===== src/rtl/gemini_pkg.sv =====
// Shared types for the Gemini front end: fetch FSM states, reset PC and the
// fetch-bundle record carried between the memory response and decode.
package gemini_pkg;

  localparam logic [31:0] RESET_PC_DEFAULT = 32'hBFC0_0000;

  // Fetch controller states
  typedef enum logic [2:0] {
    ST_IDLE   = 3'd0,
    ST_REQ    = 3'd1,
    ST_WAIT   = 3'd2,
    ST_CANCEL = 3'd3,
    ST_HOLD   = 3'd4
  } fetch_state_e;

  // One fetched bundle: slot 1 word, slot 2 word and the PC of slot 1
  typedef struct packed {
    logic [31:0] inst_1;
    logic [31:0] inst_2;
    logic [31:0] pc;
  } fetch_bundle_t;

endpackage


===== src/rtl/ifu_hold_buf.sv =====
// Single-entry bundle register. Keeps a returned bundle while decode is
// stalled. Load wins over clear when both are asserted.
module ifu_hold_buf
  import gemini_pkg::*;
(
  input  logic          clk,
  input  logic          resetn,
  input  logic          load,
  input  logic          clear,
  input  fetch_bundle_t din,
  output fetch_bundle_t dout,
  output logic          valid
);

  fetch_bundle_t bundle_q, bundle_d;
  logic          valid_q, valid_d;

  // Next-state of the entry: capture on load, empty on clear
  always_comb begin
    bundle_d = bundle_q;
    valid_d  = valid_q;
    if (load) begin
      bundle_d = din;
      valid_d  = 1'b1;
    end else if (clear) begin
      bundle_d = '0;
      valid_d  = 1'b0;
    end
  end

  // Entry registers, cleared asynchronously
  always_ff @(posedge clk or negedge resetn) begin
    if (!resetn) begin
      bundle_q <= '0;
      valid_q  <= 1'b0;
    end else begin
      bundle_q <= bundle_d;
      valid_q  <= valid_d;
    end
  end

  assign dout  = bundle_q;
  assign valid = valid_q;

endmodule


===== src/rtl/ifu_fetch.sv =====
// Instruction-fetch controller: owns the fetch PC, issues one request per
// bundle, delivers up to two instructions to decode, cancels in-flight
// requests on redirect and parks a bundle while decode stalls.
// Build option: GEMINI_DUAL_FETCH_EN enables slot 2; without it every bundle
// carries a single instruction and the PC advances by 4.
//
// Handshake: a request is accepted in the cycle inst_req and inst_addr_ok are
// both high; the response is the single cycle inst_data_ok is high. Only one
// request is ever outstanding. A bundle reaches decode in the cycle
// inst_rdata_1_ok is high; decode signals it cannot take it with id_stall.
module ifu_fetch
  import gemini_pkg::*;
#(
  parameter logic [31:0] RESET_PC = RESET_PC_DEFAULT
) (
  input  logic         clk,
  input  logic         resetn,
  input  logic [31:0]  next_pc,
  input  logic         redirect,
  input  logic         id_stall,
  output logic [31:0]  pc,
  output logic         inst_req,
  output logic [31:0]  inst_addr,
  input  logic         inst_addr_ok,
  input  logic         inst_data_ok,
  input  logic [31:0]  inst_rdata_1,
  input  logic [31:0]  inst_rdata_2,
  output logic         inst_rdata_1_ok,
  output logic         inst_rdata_2_ok,
  output logic [31:0]  if_inst_1,
  output logic [31:0]  if_inst_2,
  output logic [31:0]  if_pc,
  output fetch_state_e dbg_state
);

  fetch_state_e  state_q, state_d;
  logic [31:0]   pc_q, pc_d;

  logic          deliver_wait;
  logic          deliver_hold;
  logic          deliver;
  logic          hold_load;
  logic          hold_clear;
  logic          hold_valid;
  fetch_bundle_t hold_din;
  fetch_bundle_t hold_dout;
  logic [31:0]   word_2_in;

  // Second word is only carried when dual fetch is built in
`ifdef GEMINI_DUAL_FETCH_EN
  assign word_2_in = inst_rdata_2;
`else
  logic unused_word_2;
  assign word_2_in     = 32'h0;
  assign unused_word_2 = ^{inst_rdata_2, hold_dout.inst_2};
`endif

  // Delivery and hold-buffer control; redirect always suppresses delivery
  always_comb begin
    deliver_wait = (state_q == ST_WAIT) && inst_data_ok && !redirect && !id_stall;
    deliver_hold = (state_q == ST_HOLD) && hold_valid && !redirect && !id_stall;
    deliver      = deliver_wait || deliver_hold;
    hold_load    = (state_q == ST_WAIT) && inst_data_ok && !redirect && id_stall;
    hold_clear   = (state_q == ST_HOLD) && (redirect || !id_stall);
    hold_din.inst_1 = inst_rdata_1;
    hold_din.inst_2 = word_2_in;
    hold_din.pc     = pc_q;
  end

  ifu_hold_buf u_hold_buf (
    .clk    (clk),
    .resetn (resetn),
    .load   (hold_load),
    .clear  (hold_clear),
    .din    (hold_din),
    .dout   (hold_dout),
    .valid  (hold_valid)
  );

  // Fetch FSM next state
  always_comb begin
    state_d = state_q;
    case (state_q)
      ST_IDLE: state_d = ST_REQ;
      ST_REQ: begin
        if (inst_addr_ok) state_d = redirect ? ST_CANCEL : ST_WAIT;
      end
      ST_WAIT: begin
        if (redirect)          state_d = inst_data_ok ? ST_REQ : ST_CANCEL;
        else if (inst_data_ok) state_d = id_stall ? ST_HOLD : ST_REQ;
      end
      ST_CANCEL: begin
        if (inst_data_ok) state_d = ST_REQ;
      end
      ST_HOLD: begin
        if (redirect || !id_stall) state_d = ST_REQ;
      end
      default: state_d = ST_IDLE;
    endcase
  end

  // PC loads the next-PC result on every delivery and every redirect
  always_comb begin
    pc_d = pc_q;
    if (deliver || redirect) pc_d = next_pc;
  end

  // State and PC registers, cleared asynchronously
  always_ff @(posedge clk or negedge resetn) begin
    if (!resetn) begin
      state_q <= ST_IDLE;
      pc_q    <= RESET_PC;
    end else begin
      state_q <= state_d;
      pc_q    <= pc_d;
    end
  end

  // Output drive: request port and the bundle presented to decode
  always_comb begin
    inst_req        = (state_q == ST_REQ);
    inst_addr       = inst_req ? pc_q : 32'h0;
    inst_rdata_1_ok = deliver;
`ifdef GEMINI_DUAL_FETCH_EN
    inst_rdata_2_ok = deliver && !pc_q[2];
`else
    inst_rdata_2_ok = 1'b0;
`endif
    if_inst_1 = 32'h0;
    if_inst_2 = 32'h0;
    if_pc     = 32'h0;
    if (deliver_wait) begin
      if_inst_1 = inst_rdata_1;
      if_inst_2 = word_2_in;
      if_pc     = pc_q;
    end else if (deliver_hold) begin
      if_inst_1 = hold_dout.inst_1;
      if_inst_2 = hold_dout.inst_2;
      if_pc     = hold_dout.pc;
    end
  end

  assign pc        = pc_q;
  assign dbg_state = state_q;

endmodule

===== config.mk =====
export PLATFORM = sky130hd
export DESIGN_NAME = ifu_fetch
export DESIGN_NICKNAME = d
export VERILOG_FILES = /design/src/rtl/gemini_pkg.sv /design/src/rtl/ifu_hold_buf.sv /design/src/rtl/ifu_fetch.sv
export SDC_FILE = /design/constraint.sdc
export NUM_CORES = 1
export LEC_CHECK = 0
export CELL_PAD_IN_SITES_DETAIL_PLACEMENT = 1
export CELL_PAD_IN_SITES_GLOBAL_PLACEMENT = 2
export CORE_ASPECT_RATIO = 0.8
export CORE_MARGIN = 3
export CORE_UTILIZATION = 28
export DETAILED_ROUTE_END_ITERATION = 16
export PLACE_DENSITY = 0.95
export SKIP_LAST_GASP = 1
export SLEW_MARGIN = 0
export SYNTH_ARGS = -nofsm -noshare
export SYNTH_HDL_FRONTEND = slang
export SYNTH_HIERARCHICAL = 1
export SYNTH_SLANG_ARGS = --single-unit
export TNS_END_PERCENT = 50

===== constraint.sdc =====
create_clock -name clk -period 3.2 [get_ports clk]
set_input_delay 0.48 -clock clk [delete_from_list [all_inputs] [get_ports clk]]
set_output_delay 0.48 -clock clk [all_outputs]
set_load 0.03 [all_outputs]

==> results of run 1 <==
==> kinds of logic (layout without fill, tap and decap cells) <==
kind of cell	after synthesis	in the layout	synth area share
compound gates	169	169	0.2455
buf+inv	50	284	0.04755
flops	132	132	0.5549
mux	32	32	0.06033
other cells	1	33	0.0006278
simple gates	79	79	0.09112
==> state kept, by name, indices dropped and copies added (netlist names) <==
signal,cells
u_hold_buf/dout,96
pc,32
dbg_state,3
u_hold_buf/valid,1
==> final cells by class <==
cell class | count | area [um2] | area share
Inverter | 4 | 15.01 | 0.001650
Tap cell | 269 | 336.6 | 0.03699
Sequential cell | 132 | 3314 | 0.3642
Clock inverter | 13 | 122.6 | 0.01347
Multi-Input combinational cell | 313 | 2517 | 0.2766
Clock buffer | 19 | 452.9 | 0.04977
Timing Repair Buffer | 248 | 2341 | 0.2573
==> layout by cell type, fill, tap and decap left out, types with 2 or more instances in the layout <==
| master | instances |
|---|---|
| a22o_1 | 160 |
| clkdlybuf4s50_1 | 150 |
| dfrtp_1 | 123 |
| buf_4 | 89 |
| and2_1 | 64 |
| conb_1 | 33 |
| mux2_2 | 32 |
| clkbuf_16 | 17 |
| dfstp_2 | 9 |
| buf_12 | 8 |
| inv_1 | 4 |
| clkinvlp_4 | 4 |
| inv_6 | 4 |
| nand3b_4 | 2 |
| nor4_4 | 2 |
| nor2_4 | 2 |
| a31o_2 | 2 |
| a21oi_1 | 2 |
| nor2_1 | 2 |
| clkinv_2 | 2 |
| clkinv_4 | 2 |
| clkbuf_8 | 2 |
==> worst reg2reg max path, cell delays in order, from the launching register on <==
cell	delay (ns)
dfrtp_1	0.51
nand2b_1	0.22
nor3_1	0.43
nor2_4	0.06
buf_12	0.23
a22o_1	0.38
==> worst max-delay path by stage <==
stage | from | end | slack (ns) | depth (start not counted)
detailed placement | id_stall | if_inst_2[1] | 0.29 | 5
global route | dbg_state[0] | inst_addr[28] | 0.11 | 5
global placement | id_stall | if_inst_2[1] | 0.35 | 5
finish | dbg_state[0] | inst_addr[23] | 0.26 | 5
floorplan | dbg_state[0] | inst_addr[22] | 0.92 | 4
CTS | dbg_state[0] | inst_addr[23] | 0.21 | 5
==> where the power goes <==
part | switching, mW | internal [mW] | total [mW]
Sequential | 0.515 | 2.35 | 2.87
Clock | 0.776 | 1.12 | 1.90
Combinational | 1.36 | 1.28 | 2.64
Total | 2.65 | 4.75 | 7.40
==> metal layers <==
layer  part of all wire  GRT usage  vias to the layer above
li1                   -          -                     2214
met1               0.44     0.2090                     2496
met4              0.012    0.04360                        0
met3              0.080    0.05949                       16
met2               0.46     0.2553                      176
met5                  0          0                        -
==> impl_metrics.yaml, run 1 <==
clocking:
  clk_latency_ns: 0.41
  htreeDepth: 4
  cts_root_buf: "clkbuf_16"
  clkSlewWorstSetupHoldPaths_ns: 0.06
  post_cts_buffers: 0
  clock_path_buffers: 2
  cts.repair.resized: 0
  cts.sinks: 132
  cts_made_buffers: 17
  cts_tree: "done"
  hold_buffers: 0
worst_setup_path:
  cp.required_ns: 2.72
  reg2reg_depth: 5
  path_buf_inv: 3
  crit_chain: "inv_1 > nor3_4 > buf_4 > and2_1 > clkdlybuf4s50_1"
  start_kind: "flop"
  r2r_start: "dbg_state[1]"
  worst_path_max_delay_cell: "clkdlybuf4s50_1"
  crit_family: "buffers and inverters"
  critPathKind: "flop to output port"
  worstPathArrival_ns: 2.46
  r2r_end: "u_hold_buf/dout[22]"
  cp_max_fo: 33
  cp_slowest_stage_delay_ns: 0.69
  end_kind: "output port"
  r2r_slack_ns: 1.25
floorplanning:
  die_h_um: 136.6
  fp.coreArea_um2: 20820
  die_x_um: 169.3
  start_util: 0.2869
  die-area_um2: 23130
  rows: 47
  io_pins: 268
route:
  drc: 0
  vias_per_cell: 4.912
  dr.first_iter.drc_count: 233
  dr_total_vias: 4902
  totalWireLength_mm: 18.84
  post_drt_wl_per_cell_um: 18.88
  drt_pass1_iterations: 4
  drt.antenna.violating_nets: 0
yosys:
  synth-seq-area-share: 0.5549
  synth-edff-count: 0
  synth_area_um2: 5973
  synth_warnings: 6
  synth_cell_type_count: 30
  yosys_register_bits: 132
  synth_flop_cell: "dfrtp_1"
  yosysMostFrequentCell: "a22o_1"
  synthDominantCellAreaShare: 0.5153
  synthTopCellsByCount: "a22o_1, dfrtp_1, and2_1"
  syn_inst: 463
  synth_area_leaders: "dfrtp_1, a22o_1, and2_1"
  synth_top_area_cell: "dfrtp_1"
  async_reset_ff_frac: 1.000
  postSynthAreaPerCell_um2: 12.90
final_layout:
  fill_cells: 2265
  syn_to_final_growth_pct: 52.35
  postLayoutCoreUtil: 0.4371
  finalNonFillerCells: 998
  antenna_cells: 0
  design_area_um2: 9100
  drive_gt1_frac: 0.2497
  finalNetCount: 818
global_route:
  grt_first_pass_wirelength_mm: 29.57
  grt_max_degree: 97
  grt.overflow.total: 0
  grt_usage: 0.1611
  grt_pass1_vias: 5391
  antenna_found_initial: 0
placement:
  place_ws_ns: 0.2899
  portBuffers: 234
  hpwl_mm: 12.66
  dp_cells: 966
  place_congestion: 0.7459
  placed_area_um2: 8524
pwr:
  powerDensity_nw_per_um2: 813.3
  peakVddDrop_mv: 0.4519
  leakagePower_nw: 4.217
  p_total_mw: 7.401
worst_hold_path:
  hold_class: "input port to asynchronous set/reset pin"
timing:
  fin_skew_ns: 0.009708
  holdWs_ns: 0.06941
  hold_violations: 0
  setup_slack_ns: 0.2626
  fmax_mhz: 340.4
  worstMarginPinSlew_ns: 0.6387
  finalSetupViolations: 0
  maxSlewHeadroom: 0.5742
  final.setup.tns_ns: 0
  period_needed_ns: 2.937
  rsz0062_at_grt: "no"
  slew_violations: 0
  post-route-period-util: 0.9179
job:
  max_cap_violations: 0
outcome:
  outcome: "finished clean"
Note: power is estimated with default switching activity, not from simulation.
==> run 2, diff against run 1 <==
Settings changed: CAP_MARGIN set to 20, GPL_ROUTABILITY_DRIVEN set to 0.
==> results of run 2 <==
No change in the layout: final DEF, timing and power equal those of run 1.
